--- config.mk ---
export PLATFORM = sky130hd
export DESIGN_NAME = half_vector_replay_loader_flat
export DESIGN_NICKNAME = d
export VERILOG_FILES = /design/src/rtl/half_vector_replay_loader_if.sv /design/src/rtl/half_vector_replay_loader.sv /design/src/flat_wrapper.sv
export SDC_FILE = /design/constraint.sdc
export NUM_CORES = 1
export LEC_CHECK = 0
export CAP_MARGIN = 10
export CORE_MARGIN = 3
export CORE_UTILIZATION = 54
export DETAILED_ROUTE_END_ITERATION = 7
export PLACE_DENSITY = 0.76
export SETUP_SLACK_MARGIN = 0.2
export SYNTH_ARGS = -nofsm -noshare
export SYNTH_HDL_FRONTEND = slang
export SYNTH_SLANG_ARGS = --single-unit
--- constraint.sdc ---
create_clock -name clk -period 2.9 [get_ports clk]
set_clock_uncertainty 0.2 [all_clocks]
set_input_delay 0.58 -clock clk [delete_from_list [all_inputs] [get_ports clk]]
set_output_delay 0.58 -clock clk [all_outputs]
set_load 0.02 [all_outputs]
--- src/rtl/half_vector_replay_loader_if.sv ---
// Bundles the collect/replay handshake between a half-precision result source,
// the replay loader and the downstream vector register.
// master drives collect/control inputs; slave is the loader itself.
interface half_vector_replay_loader_if #(
    parameter int BITS   = 16,
    parameter int LENGTH = 10
);
    localparam int CNT_W = $clog2(LENGTH) + 1;

    logic             clear;
    logic             in_valid;
    logic [BITS-1:0]  in_data;
    logic             start;
    logic             load_a;
    logic [BITS-1:0]  vector_a_out;
    logic             done;
    logic             full;
    logic             overflow;
    logic [CNT_W-1:0] fill_count;

    modport master (
        output clear, in_valid, in_data, start,
        input  load_a, vector_a_out, done, full, overflow, fill_count
    );

    modport slave (
        input  clear, in_valid, in_data, start,
        output load_a, vector_a_out, done, full, overflow, fill_count
    );
endinterface

--- src/rtl/half_vector_replay_loader.sv ---
// Collects LENGTH elements, then replays them last-first as a load_a shift stream.
// Latency: first replay beat one cycle after start (or after the last accept with AUTO_START).
// No backpressure: in_valid outside COLLECT is dropped and flagged in sticky overflow.
module half_vector_replay_loader #(
    parameter int BITS       = 16,
    parameter int LENGTH     = 10,
    parameter int AUTO_START = 0
) (
    input  logic clk,
    input  logic rst,
    half_vector_replay_loader_if.slave bus
);
    localparam int PTR_W = $clog2(LENGTH) + 1;
    localparam int IDX_W = (LENGTH > 1) ? $clog2(LENGTH) : 1;

    localparam logic [PTR_W-1:0] PTR_LAST = PTR_W'(LENGTH - 1);
    localparam logic [PTR_W-1:0] PTR_LEN  = PTR_W'(LENGTH);
    localparam logic [PTR_W-1:0] PTR_ONE  = PTR_W'(1);

    typedef enum logic [1:0] {
        S_COLLECT = 2'd0,
        S_FULL    = 2'd1,
        S_REPLAY  = 2'd2
    } state_t;

    state_t           state_q, state_d;
    logic [PTR_W-1:0] wr_ptr_q, wr_ptr_d;
    logic [PTR_W-1:0] rd_ptr_q, rd_ptr_d;
    logic [PTR_W-1:0] fill_count_q, fill_count_d;
    logic             load_a_q, load_a_d;
    logic [BITS-1:0]  vec_out_q, vec_out_d;
    logic             done_q, done_d;
    logic             full_q, full_d;
    logic             overflow_q, overflow_d;

    logic [BITS-1:0]  buf_q [LENGTH];
    logic             buf_we;
    logic [IDX_W-1:0] buf_waddr;
    logic [PTR_W-1:0] rd_next;

    // Next-state and registered-output computation; clear overrides everything.
    always_comb begin
        state_d      = state_q;
        wr_ptr_d     = wr_ptr_q;
        rd_ptr_d     = rd_ptr_q;
        fill_count_d = fill_count_q;
        load_a_d     = 1'b0;
        vec_out_d    = vec_out_q;
        done_d       = 1'b0;
        full_d       = full_q;
        overflow_d   = overflow_q;
        buf_we       = 1'b0;
        buf_waddr    = wr_ptr_q[IDX_W-1:0];
        rd_next      = rd_ptr_q - PTR_ONE;

        if (bus.clear) begin
            state_d      = S_COLLECT;
            wr_ptr_d     = '0;
            rd_ptr_d     = '0;
            fill_count_d = '0;
            full_d       = 1'b0;
            overflow_d   = 1'b0;
        end else begin
            case (state_q)
                S_COLLECT: begin
                    if (bus.in_valid) begin
                        buf_we       = 1'b1;
                        wr_ptr_d     = wr_ptr_q + PTR_ONE;
                        fill_count_d = fill_count_q + PTR_ONE;
                        if (wr_ptr_q == PTR_LAST) begin
                            wr_ptr_d = PTR_LEN;
                            if (AUTO_START != 0) begin
                                // Last element is still on in_data; forward it as beat 0.
                                state_d      = S_REPLAY;
                                load_a_d     = 1'b1;
                                vec_out_d    = bus.in_data;
                                rd_ptr_d     = PTR_LAST;
                                fill_count_d = PTR_LAST;
                            end else begin
                                state_d = S_FULL;
                                full_d  = 1'b1;
                            end
                        end
                    end
                end
                S_FULL: begin
                    if (bus.in_valid) begin
                        overflow_d = 1'b1;
                    end
                    if (bus.start) begin
                        state_d      = S_REPLAY;
                        full_d       = 1'b0;
                        load_a_d     = 1'b1;
                        vec_out_d    = buf_q[PTR_LAST[IDX_W-1:0]];
                        rd_ptr_d     = PTR_LAST;
                        fill_count_d = PTR_LAST;
                    end
                end
                S_REPLAY: begin
                    if (bus.in_valid) begin
                        overflow_d = 1'b1;
                    end
                    // rd_ptr_q is the element currently on vector_a_out.
                    if (rd_ptr_q != '0) begin
                        load_a_d     = 1'b1;
                        vec_out_d    = buf_q[rd_next[IDX_W-1:0]];
                        rd_ptr_d     = rd_next;
                        fill_count_d = fill_count_q - PTR_ONE;
                        done_d       = (rd_next == '0);
                    end else begin
                        state_d      = S_COLLECT;
                        wr_ptr_d     = '0;
                        rd_ptr_d     = '0;
                        fill_count_d = '0;
                    end
                end
                default: begin
                    state_d      = S_COLLECT;
                    wr_ptr_d     = '0;
                    rd_ptr_d     = '0;
                    fill_count_d = '0;
                    full_d       = 1'b0;
                end
            endcase
        end
    end

    // Control and output registers, async reset drops load_a immediately.
    always_ff @(posedge clk or posedge rst) begin
        if (rst) begin
            state_q      <= S_COLLECT;
            wr_ptr_q     <= '0;
            rd_ptr_q     <= '0;
            fill_count_q <= '0;
            load_a_q     <= 1'b0;
            vec_out_q    <= '0;
            done_q       <= 1'b0;
            full_q       <= 1'b0;
            overflow_q   <= 1'b0;
        end else begin
            state_q      <= state_d;
            wr_ptr_q     <= wr_ptr_d;
            rd_ptr_q     <= rd_ptr_d;
            fill_count_q <= fill_count_d;
            load_a_q     <= load_a_d;
            vec_out_q    <= vec_out_d;
            done_q       <= done_d;
            full_q       <= full_d;
            overflow_q   <= overflow_d;
        end
    end

    // Element storage; contents are only meaningful once written, so no reset.
    always_ff @(posedge clk) begin
        if (buf_we) begin
            buf_q[buf_waddr] <= bus.in_data;
        end
    end

    assign bus.load_a       = load_a_q;
    assign bus.vector_a_out = vec_out_q;
    assign bus.done         = done_q;
    assign bus.full         = full_q;
    assign bus.overflow     = overflow_q;
    assign bus.fill_count   = fill_count_q;
endmodule

--- src/flat_wrapper.sv ---
// flat-port wrapper written by rule: the top's interface ports become plain ports
module half_vector_replay_loader_flat 
#(
    parameter int BITS       = 16,
    parameter int LENGTH     = 10,
    parameter int AUTO_START = 0
)
  (clk, rst, bus_clear, bus_in_valid, bus_in_data, bus_start, bus_load_a, bus_vector_a_out, bus_done, bus_full, bus_overflow, bus_fill_count);
  half_vector_replay_loader_if #(.BITS(BITS), .LENGTH(LENGTH)) bus_i ();
  input  logic clk;
  input  logic rst;
  input wire logic [$bits(bus_i.clear)-1:0] bus_clear;
  input wire logic [$bits(bus_i.in_valid)-1:0] bus_in_valid;
  input wire logic [$bits(bus_i.in_data)-1:0] bus_in_data;
  input wire logic [$bits(bus_i.start)-1:0] bus_start;
  output wire logic [$bits(bus_i.load_a)-1:0] bus_load_a;
  output wire logic [$bits(bus_i.vector_a_out)-1:0] bus_vector_a_out;
  output wire logic [$bits(bus_i.done)-1:0] bus_done;
  output wire logic [$bits(bus_i.full)-1:0] bus_full;
  output wire logic [$bits(bus_i.overflow)-1:0] bus_overflow;
  output wire logic [$bits(bus_i.fill_count)-1:0] bus_fill_count;
  assign bus_i.clear = bus_clear;
  assign bus_i.in_valid = bus_in_valid;
  assign bus_i.in_data = bus_in_data;
  assign bus_i.start = bus_start;
  assign bus_load_a = bus_i.load_a;
  assign bus_vector_a_out = bus_i.vector_a_out;
  assign bus_done = bus_i.done;
  assign bus_full = bus_i.full;
  assign bus_overflow = bus_i.overflow;
  assign bus_fill_count = bus_i.fill_count;
  half_vector_replay_loader #(.BITS(BITS), .LENGTH(LENGTH), .AUTO_START(AUTO_START)) u_core (.clk(clk), .rst(rst), .bus(bus_i));
endmodule
Word level (Yosys, flattened, before mapping)
Memories as Yosys holds them, arrays and structs flattened. Cells that the tools add are included. Widths: inputs -> output; s select.

Register bits: 37. RAM bits: 160. Input port bits: 21. Output and inout bits: 25. Logic and storage cells: 83. Memories kept: 1.

$add $sub $neg: 4. Equal/unequal tests: 12. Muxes and demuxes: 42. Bitwise gates (word level): 1. Reduce and logical (&&, ||, !) cells: 14.

Memory list: u_core.buf_q (words 10, width 16, rd ports 2, clocked after Yosys merged registers in 0, wr ports 1, line half_vector_replay_loader.sv:36) `logic [BITS-1:0] buf_q [LENGTH];`.

Operators with widths (number): $mux 5 (10); $pmux 5 s3 (3); $mux 16 (2); $pmux 16 s2 (1); $mux 1 (18); $reduce_and 4->1 (3); $add 5x1->5 const B (2); $mux 2 (5); $sub 5x1->5 const B (2); $ne 3x3->1 const B (3); $ne 2x2->1 const B (4); $pmux 2 s3 (1); $reduce_and 2->1 (3); $reduce_bool 2->1 (3); $eq 5x4->1 const B (1); $logic_not 5->1 (1); $reduce_bool 5->1 (1); $ne 3x2->1 const B (1); $pmux 1 s3 (1); $reduce_and 3->1 (1); $eq 2x1->1 const B (1); $eq 2x2->1 const B (1); $logic_not 2->1 (1); $ne 2x1->1 const B (1); 3 further kinds (3).

Longest topological paths before layout
Gate-level depths: netlist (run 1).

Depth after elaboration: 5. Depth in mapped cells: 12. Mapped depth without buffers: 7.

Worst setup path after synthesis (run 1)
OpenSTA, ideal clock, no wires.

Path type: flip-flop to flip-flop. Start: register u_core.rd_ptr_q[0]. End: register u_core.vec_out_q[10], in the netlist u_core.bus.vector_a_out[10]. Setup time: 0.129 ns. Data arrival time: 2.707 ns. Required time: 2.571 ns. Path slack: -0.136 ns. Stages on the path, launching flop included: 11. Buffers on the path: 5. Period minus slack after synthesis: 3.036 ns. Cell sequence: dfrtp_1 buf_2 buf_2 buf_2 inv_1 ha_1 buf_1 clkbuf_1 mux4_2 a221oi_1 o31ai_1.

Longest elaborated chain between the ends: 4. Elaborated cells on any way between the ends: 7. Those cells by class: 1 x add/sub; 1 x eq/ne; 2 x mux; 2 x reduce/logical; 1 x memory.

Ends and longest elaborated chain: start, declared (line half_vector_replay_loader.sv:28) `logic [PTR_W-1:0] rd_ptr_q, rd_ptr_d;`; start signal, assigned (line half_vector_replay_loader.sv:143) `rd_ptr_q <= rd_ptr_d;`; $sub 5x1->5 (line half_vector_replay_loader.sv:54) `rd_next = rd_ptr_q - PTR_ONE;`; $mem_v2 10x16; $mux 16 (line half_vector_replay_loader.sv:104) `if (rd_ptr_q != '0) begin`; $pmux 16 s2 (line half_vector_replay_loader.sv:64) `case (state_q)`; end signal, assigned (line half_vector_replay_loader.sv:146) `vec_out_q <= vec_out_d;`; end, declared (line half_vector_replay_loader.sv:31) `logic [BITS-1:0] vec_out_q, vec_out_d;`.

Parallel ways exist; a longest one is shown, timed or not. The select of a mux whose other input is x is not followed. A chain may end at the register's enable or synchronous reset.

Worst setup path in the final report (run 1)
Start: register u_core.rd_ptr_q[1]. End: register u_core.vec_out_q[0], in the netlist u_core.bus.vector_a_out[0].

Same word-level chain as after synthesis.

==> impl_metrics.py, run 1 <==
metrics = {
    "run_status": {
        "status": "complete, no violations",
    },
    "final_layout": {
        "final_util_pct": 64.9,
        "diodes": 0,
        "nets": 606,
        "area_growth_pct": 15.9,
        "nFillCells": 1012,
        "layout_common_cells": "edfxtp_1 (160), clkdlybuf4s50_1 (45), dfrtp_1 (36), nor2_1 (33), mux4_2 (32)",
        "layout.area.seq_sq_um": 5730,
        "final_common_cell": "edfxtp_1",
        "layout-drive-gt1-share_pct": 17.1,
        "multiInputGateArea_sq_um": 2320,
    },
    "pwr": {
        "seq_power_share_pct": 45.3,
        "p_leak_uw": 0.00323,
        "p_int_uw": 5450,
        "sw_frac_of_total_pct": 29.5,
        "combPwrFrac_pct": 26.1,
        "cellPowerDensity_nw_per_um2": 810,
        "p_switching_uw": 2280,
        "finalPower_uw": 7730,
        "p_clk_share_pct": 28.6,
        "ir_worst_vdd_mv": 0.561,
    },
    "yosys": {
        "synth_flop_cell": "edfxtp_1",
        "ys_async_sr_fraction_pct": 18.8,
        "yosys.area.top_type": "edfxtp_1",
        "syn_nets": 549,
        "synth-seq-cells": 197,
        "synth_area_leaders": "edfxtp_1 (58%), dfrtp_1 (11%), mux4_2 (8.8%)",
        "synth_cells": 515,
        "synth_top_area_share_pct": 58.4,
        "avgSynthCellArea_sq_um": 16.0,
        "synth_edf_count": 160,
        "yosysWarnings": 0,
        "yosysSeqAreaShare_pct": 69.6,
        "synthesis.area_sq_um": 8230,
        "synth.distinct_cells": 49,
    },
    "detailed_routing": {
        "wire_per_inst_microns": 22.2,
        "vias": 4756,
        "drt-total-wl_microns": 17100,
        "drcViolationCount": 0,
        "ant_nets": 0,
        "viasPerCell": 6.18,
        "dr.pass1.iters": 5,
        "drt_iter0_drc": 383,
    },
    "critical_path": {
        "crit_type": "reg2reg",
        "start_kind": "flip-flop",
        "cp_max_fo": 14,
        "crit_chain": "inv_1 > ha_2 > or4b_4 > and2_2 > o21ai_4 > buf_4 > mux2i_1 > a21oi_1",
        "worstPathRequired_ps": 2990,
        "worst_setup_path_end_kind": "flip-flop",
        "path_delay_family": "simple AND/OR/NAND/NOR gates",
        "cp_slowest_cell": "or4b_4",
        "cp.buffers_inverters": 2,
        "max_stage_delay_ps": 490,
        "critPathArrivalTime_ps": 2660,
    },
    "sta": {
        "period_needed_ps": 2570,
        "setup_tns_ps": 0,
        "rsz0062_at_grt": "no",
        "finalMaxSlewViolations": 0,
        "maxSlewHeadroom_pct": 65.6,
        "worst_slew_pin_slew_ps": 516,
        "layout_worst_path_cycle_share_pct": 88.6,
        "max_clock_freq_mhz": 389,
        "postLayoutSetupSlackWorst_ps": 332,
        "final_hold_viol_count": 0,
        "setup_violations": 0,
    },
    "global_routing": {
        "grt_pass1_vias": 4799,
        "grt_pass1_wl_microns": 26700,
        "antenna_found_initial": 0,
        "overflow": 0,
        "grt_max_degree": 55,
        "grtUsageTotal_pct": 21.6,
    },
    "clocking": {
        "cts_buffers": 17,
        "cts_tree": "built",
        "clk_latency_ps": 420,
        "cts_root_buf": "clkbuf_16",
        "clk_pin_slew_ps": 70,
        "cts_sinks": 197,
        "cts_buffer_depth": 2,
        "cts.htree.levels": 4,
    },
    "placement": {
        "gp_congestion": 0.792,
        "port-buffer-count": 45,
        "dp_hpwl_microns": 10300,
        "post-place-ws_ps": 230,
    },
    "die": {
        "core_area_sq_um": 14700,
        "dieHeight_microns": 129,
        "die_x_microns": 129,
        "dieArea_sq_um": 16800,
        "start_util_pct": 56.0,
        "rows": 44,
        "io_pins": 46,
    },
    "min_path": {
        "min_path_type": "reg2reg",
    },
    "job": {
        "drv_cap": 0,
    },
}
routing by layer:
layer	share of wire, %	GRT usage, %	vias up
li1	-	-	2140
met1	41	28.6	2425
met2	51	35.4	162
met3	5.9	5.81	29
met4	1.8	7.09	0
met5	0	0	-
sequential cells by signal, indices dropped and copies added (netlist names):
signal                   flops
u_core.bus.fill_count        5
u_core.rd_ptr_q              5
u_core.bus.full              1
u_core.state_q               2
u_core.bus.done              1
u_core.bus.overflow          1
u_core.wr_ptr_q              5
u_core.bus.vector_a_out     16
u_core.bus.load_a            1
u_core.buf_q               160
stage by stage:
step	cell area [sq um]	hold slack (ps)	cells
floorplan	8270	245	515
CTS	9530	286	769
detailed placement	8980	271	737
global route	9540	307	769
global placement	8980	266	737
finish	9540	278	769
synth_stat cells, types with 13 or more instances:
cell	instances
edfxtp_1	160
dfrtp_1	37
nor2_1	33
mux4_2	32
nand2_1	31
a21oi_1	27
o21ai_0	19
o31ai_1	19
mux2i_1	17
a221oi_1	16
clkbuf_1	15
ha_1	13
inv_1	13
power groups by stage:
stage / Combinational, uW / Sequential, uW / Clock, uW
after floorplan: 1200 / 3640 / 0
after global placement: 1940 / 3530 / 0
after detailed placement: 2000 / 3550 / 0
after CTS: 2020 / 3500 / 2250
after global routing: 2200 / 3530 / 2360
final: 2020 / 3500 / 2210
path summary, 6_finish.rpt:
| kind | from | end | slack (ps) | cells past startpoint |
|---|---|---|---|---|
| min | u_core.bus.vector_a_out[5] | u_core.bus.vector_a_out[5] | 280 | 2 |
| max | u_core.rd_ptr_q[1] | u_core.bus.vector_a_out[0] | 330 | 8 |
| max reg2reg | u_core.rd_ptr_q[1] | u_core.bus.vector_a_out[0] | 330 | 8 |
| max in group asynchronous | rst | u_core.rd_ptr_q[0] | 1720 | 3 |
| min in group asynchronous | rst | u_core.bus.vector_a_out[6] | 390 | 3 |
| min reg2reg | u_core.bus.vector_a_out[5] | u_core.bus.vector_a_out[5] | 280 | 2 |
what timing repair did:
action / in CTS / in global routing
buffers inserted: 0 / 0
resized for setup: 0 / 3
setup endpoints to repair: 0 / 163
hold buffers: 0 / 0
logic make-up after synthesis:
| logic type | share of synthesized area (%) |
|---|---|
| DFF | 69.6 |
| adders and majority gates | 1.98 |
| AOI/OAI and AO/OA | 8.56 |
| muxes | 10.8 |
| buffers and inverters | 2.45 |
| xor gates and xnor gates | 0.213 |
| and+or+nand+nor | 6.33 |
worst min-delay path: stages (launching register included):
cell	delay, ps
dfrtp_1	340
nand2_1	50
o31ai_1	50
area by class of cell:
class	count	area share [%]
Inverter	13	0.512
Sequential cell	197	60.1
Clock buffer	22	4.66
Multi-Input combinational cell	275	24.4
Timing Repair Buffer	68	6.80
Tap cell	184	2.41
Clock inverter	10	1.14
(Power assumes the default switching activity.)
==> run 2, diff against run 1 <==
--- a/config.mk
+++ b/config.mk
@@ -7,9 +7,9 @@
 export LEC_CHECK = 0
 export CAP_MARGIN = 10
 export CORE_MARGIN = 3
-export CORE_UTILIZATION = 54
+export CORE_UTILIZATION = 50
 export DETAILED_ROUTE_END_ITERATION = 7
-export PLACE_DENSITY = 0.76
+export PLACE_DENSITY = 0.71
 export SETUP_SLACK_MARGIN = 0.2
 export SYNTH_ARGS = -nofsm -noshare
 export SYNTH_HDL_FRONTEND = slang
==> constraint.sdc (replaced) <==
create_clock -name clk -period 2.9 [get_ports clk]
set_clock_uncertainty 0.2 [all_clocks]
set_input_delay 0.435 -clock clk [delete_from_list [all_inputs] [get_ports clk]]
set_output_delay 0.435 -clock clk [all_outputs]
set_load 0.02 [all_outputs]
==> impl_metrics.py, run 2 (synthesized netlist as in run 1, its figures left out) <==
metrics = {
    "critical_path": {
        "critPathLaunch": "u_core.rd_ptr_q[1]",
        "cp_max_fo": 8,
        "crit_chain": "inv_1 > ha_2 > or4b_4 > and2_1 > buf_4 > a211o_1 > a21oi_1 > o2bb2ai_1",
        "critPathArrivalTime_ps": 2660,
        "crit_type": "reg2reg",
        "worstPathRequired_ps": 3010,
        "reg2reg_from": "u_core.rd_ptr_q[1]",
        "path_delay_family": "simple AND/OR/NAND/NOR gates",
        "cp.buffers_inverters": 2,
        "max_stage_delay_ps": 490,
        "cp_slowest_cell": "or4b_4",
        "rr_worst_depth": 8,
        "rrSetupSlack_ps": 350,
        "r2r_end": "u_core.bus.fill_count[3]",
        "worst_setup_path_end_kind": "flip-flop",
        "start_kind": "flip-flop",
    },
    "detailed_routing": {
        "ant_nets": 0,
        "drt-total-wl_microns": 17200,
        "dr.pass1.iters": 5,
        "wire_per_inst_microns": 21.4,
        "drcViolationCount": 0,
        "vias": 4820,
        "drt_iter0_drc": 361,
        "viasPerCell": 6.00,
    },
    "placement": {
        "gp_congestion": 0.835,
        "post-place-ws_ps": 292,
        "port-buffer-count": 45,
        "dpl.cell_count": 772,
        "dp_hpwl_microns": 10800,
    },
    "clocking": {
        "cts_buffers": 17,
        "cts_tree": "built",
        "clk_pin_slew_ps": 70,
        "post_cts_buffers": 0,
        "cts_root_buf": "clkbuf_16",
        "cts_sinks": 197,
        "cts.htree.levels": 4,
        "clk_latency_ps": 420,
        "cts_buffer_depth": 2,
    },
    "final_layout": {
        "final_common_cell": "edfxtp_1",
        "largest_reg_flops": 160,
        "layout_common_cells": "edfxtp_1 (160), clkdlybuf4s50_1 (45), dfrtp_1 (36), nor2_1 (33), mux4_2 (32)",
        "layout.cells.non_filler": 804,
        "nets": 609,
        "nFillCells": 1190,
        "diodes": 0,
        "layout-drive-gt1-share_pct": 17.9,
        "area_growth_pct": 18.1,
        "top_register": "u_core.buf_q",
    },
    "global_routing": {
        "grt_pass1_vias": 4868,
        "grt_max_degree": 55,
        "grt_pass1_wl_microns": 27300,
        "overflow": 0,
        "antenna_found_initial": 0,
        "grtUsageTotal_pct": 20.1,
    },
    "sta": {
        "final_hold_viol_count": 0,
        "max_clock_freq_mhz": 391,
        "setup_violations": 0,
        "maxSlewHeadroom_pct": 65.4,
        "postLayoutSetupSlackWorst_ps": 345,
        "finalMaxSlewViolations": 0,
        "period_needed_ps": 2550,
        "worst_slew_pin_slew_ps": 519,
        "layout_worst_path_cycle_share_pct": 88.1,
        "rsz0062_at_grt": "no",
        "setup_tns_ps": 0,
    },
    "job": {
        "drv_cap": 0,
    },
    "die": {
        "dieArea_sq_um": 18000,
        "io_pins": 46,
        "dieHeight_microns": 134,
        "start_util_pct": 51.4,
        "rows": 46,
        "die_x_microns": 134,
        "core_area_sq_um": 16000,
    },
    "pwr": {
        "ir_worst_vdd_mv": 0.616,
        "cellPowerDensity_nw_per_um2": 836,
        "finalPower_uw": 8130,
        "p_leak_uw": 0.00330,
    },
    "min_path": {
        "min_path_type": "in2async",
    },
    "run_status": {
        "status": "complete, no violations",
    },
}
[run 2: where the power goes]
part | switching (uW) | total [uW] | internal, uW | leakage [uW]
clock | 966 | 2580 | 1620 | 0.000313
combinational | 1170 | 2050 | 883 | 0.00106
sequential | 185 | 3500 | 3310 | 0.00193
total | 2320 | 8130 | 5810 | 0.00330
[run 2: tightest hold or removal path, cell delays in order]
cell and delay [ps]:
clkdlybuf4s50_1 400, inv_1 70, buf_4 430
[run 2: timing repair]
action	4_1_cts	5_1_grt
endpoints found under the setup margin	0	161
resized for setup	0	2
hold buffers	0	0
[run 2: metrics by stage]
step	utilization (%)	hold WS, ps	instance area [sq um]
5_1_grt	60.7	311	9720
3_3_place_gp	56.6	268	9050
6_report	60.7	262	9720
2_1_floorplan	-	245	8270
3_5_place_dp	56.6	268	9050
4_1_cts	60.7	282	9710
[run 2: routing by layer]
layer / GRT usage, % / routed length (microns) / vias up / share of wire [%]
li1: - / - / 2135 / -
met1: 26.5 / 6930 / 2445 / 40
met2: 33.1 / 8740 / 208 / 51
met3: 4.76 / 1170 / 32 / 6.8
met4: 6.90 / 341 / 0 / 2.0
met5: 0 / 0 / - / 0
[run 2: worst max path at each step]
stage	to	cells past startpoint
after floorplan	u_core.bus.fill_count[3]	11
after global placement	u_core.buf_q[7][5]	6
after detailed placement	u_core.buf_q[5][5]	6
after CTS	u_core.buf_q[7][7]	6
after global routing	u_core.bus.vector_a_out[12]	8
final	u_core.bus.fill_count[3]	8
[run 2: final cells by class]
type	count	area, sq um	share of cell area [%]
multi-input cells	275	2320	23.9
well taps	216	270	2.78
clock inverters	13	229	2.36
repair buffers	71	683	7.03
inverters	13	48.8	0.502
flip-flops and latches	197	5730	59.0
clock buffers	19	433	4.45
==> run 3, diff against run 2 <==
--- a/config.mk
+++ b/config.mk
@@ -6,7 +6,8 @@
 export NUM_CORES = 1
 export LEC_CHECK = 0
 export CAP_MARGIN = 10
-export CORE_MARGIN = 3
+export CORE_ASPECT_RATIO = 1.1
+export CORE_MARGIN = 4
 export CORE_UTILIZATION = 50
 export DETAILED_ROUTE_END_ITERATION = 7
 export PLACE_DENSITY = 0.71
==> impl_metrics.py, run 3 (synthesized netlist as in run 1, its figures left out) <==
metrics = {
    "sta": {
        "rsz0062_at_grt": "no",
        "setup_tns_ps": 0,
        "maxSlewHeadroom_pct": 59.5,
        "finalMaxSlewViolations": 0,
        "worst_slew_pin_slew_ps": 604,
        "setup_violations": 0,
        "layout_worst_path_cycle_share_pct": 88.3,
        "period_needed_ps": 2560,
        "max_clock_freq_mhz": 391,
        "final_hold_viol_count": 0,
    },
    "run_status": {
        "status": "complete, no violations",
    },
    "placement": {
        "gp_congestion": 0.839,
        "dp_hpwl_microns": 11500,
        "port-buffer-count": 45,
        "dpl.cell_count": 757,
        "placed_cell_area_sq_um": 9030,
    },
    "detailed_routing": {
        "drt-total-wl_microns": 17900,
        "viasPerCell": 6.10,
        "vias": 4826,
        "ant_nets": 0,
        "wire_per_inst_microns": 22.7,
        "dr.pass1.iters": 4,
        "drt_iter0_drc": 355,
        "drcViolationCount": 0,
    },
    "clocking": {
        "postCtsResizedCells": 0,
        "clk_pin_slew_ps": 70,
        "clk_latency_ps": 430,
        "cts_sinks": 197,
        "cts_root_buf": "clkbuf_16",
        "post_cts_buffers": 0,
        "cts.htree.levels": 4,
        "cts_buffer_depth": 2,
        "cts_buffers": 17,
        "postCtsHoldBufs": 0,
        "cts_tree": "built",
    },
    "global_routing": {
        "grtUsageTotal_pct": 20.6,
        "grt_max_degree": 55,
        "grt_pass1_vias": 4855,
        "grt_pass1_wl_microns": 28600,
        "grt-busiest-layer": "met2",
        "overflow": 0,
        "met1_usage_pct": 29.7,
        "gr-usage-met2_pct": 32.1,
        "antenna_found_initial": 0,
        "grt_use_met3_pct": 3.49,
    },
    "critical_path": {
        "start_kind": "flip-flop",
        "critPathArrivalTime_ps": 2680,
        "crit_type": "reg2reg",
        "crit_chain": "inv_1 > ha_2 > or4b_4 > and2_1 > o21ai_4 > buf_4 > nand2_1 > o31ai_1",
        "rr_worst_depth": 8,
        "cp_slowest_cell": "or4b_4",
        "cp_max_fo": 14,
        "worstPathRequired_ps": 3020,
        "max_stage_delay_ps": 490,
        "worst_setup_path_end_kind": "flip-flop",
    },
    "pwr": {
        "p_leak_uw": 0.00328,
        "ir_worst_vdd_mv": 0.497,
        "cellPowerDensity_nw_per_um2": 832,
    },
    "final_layout": {
        "layout-drive-gt1-share_pct": 18.4,
        "layout.cells.non_filler": 791,
        "diodes": 0,
        "final_common_cell": "edfxtp_1",
        "top_register": "u_core.buf_q",
        "fin_area_sq_um": 9660,
        "layout_common_cells": "edfxtp_1 (160), clkdlybuf4s50_1 (45), dfrtp_1 (36), nor2_1 (33), mux4_2 (32)",
        "largest_reg_flops": 160,
        "area_growth_pct": 17.4,
        "nFillCells": 1142,
        "nets": 612,
    },
    "die": {
        "dieHeight_microns": 143,
        "io_pins": 46,
        "start_util_pct": 51.7,
        "die_x_microns": 130,
        "rows": 48,
        "dieArea_sq_um": 18600,
        "core_area_sq_um": 15900,
    },
    "min_path": {
        "min_path_type": "in2async",
    },
    "job": {
        "drv_cap": 0,
    },
}
-- run 3: area by class of cell --
class                      count  area, sq um  share of cell area (%)
multi-input combinational    275         2320                    24.0
timing repair buffer          74          693                    7.18
clock buffer                  17          425                    4.40
inverter                      13         48.8                   0.505
sequential                   197         5730                    59.3
tap                          200          250                    2.59
clock inverter                15          191                    1.98
-- run 3: stage by stage --
| stage | hold WS [ps] | power, uW | setup slack (ps) | utilization [%] |
|---|---|---|---|---|
| final | 112 | 8040 | 340 | 60.7 |
| after global placement | 270 | 5570 | 403 | 56.7 |
| after detailed placement | 280 | 5630 | 329 | 56.7 |
| after CTS | 108 | 8090 | 287 | 60.6 |
| after floorplan | 245 | 4840 | 203 | - |
| after global routing | 131 | 8410 | 220 | 60.7 |
-- run 3: worst paths after layout --
path	startpoint	to	slack (ps)
hold / removal	rst	u_core.bus.vector_a_out[7]	110
max in group asynchronous	rst	u_core.rd_ptr_q[0]	1830
setup / recovery	u_core.rd_ptr_q[1]	u_core.bus.vector_a_out[7]	340
hold reg to reg	u_core.wr_ptr_q[4]	u_core.wr_ptr_q[4]	290
setup reg to reg	u_core.rd_ptr_q[1]	u_core.bus.vector_a_out[7]	340
min in group clk	u_core.wr_ptr_q[4]	u_core.wr_ptr_q[4]	290
-- run 3: power breakdown --
group / internal (uW) / switching [uW] / leakage (uW)
clock network: 1380 / 1070 / 0.000293
registers: 3310 / 198 / 0.00193
logic: 900 / 1180 / 0.00106
total: 5590 / 2450 / 0.00328
-- run 3: metal layers --
layer / part of all wire, % / vias up
li1: - / 2136
met1: 42 / 2460
met2: 49 / 200
met3: 6.7 / 30
met4: 2.3 / 0
met5: 0 / -
-- run 3: critical path: cells and delay by family (launching register included) --
family | cells | cell delay (ps)
AO/OA/AOI/OAI | 2 | 340
adder cells (fa/ha/maj) | 1 | 230
buffers and inverters | 2 | 380
flip-flops | 1 | 440
AND/OR/NAND/NOR | 3 | 870
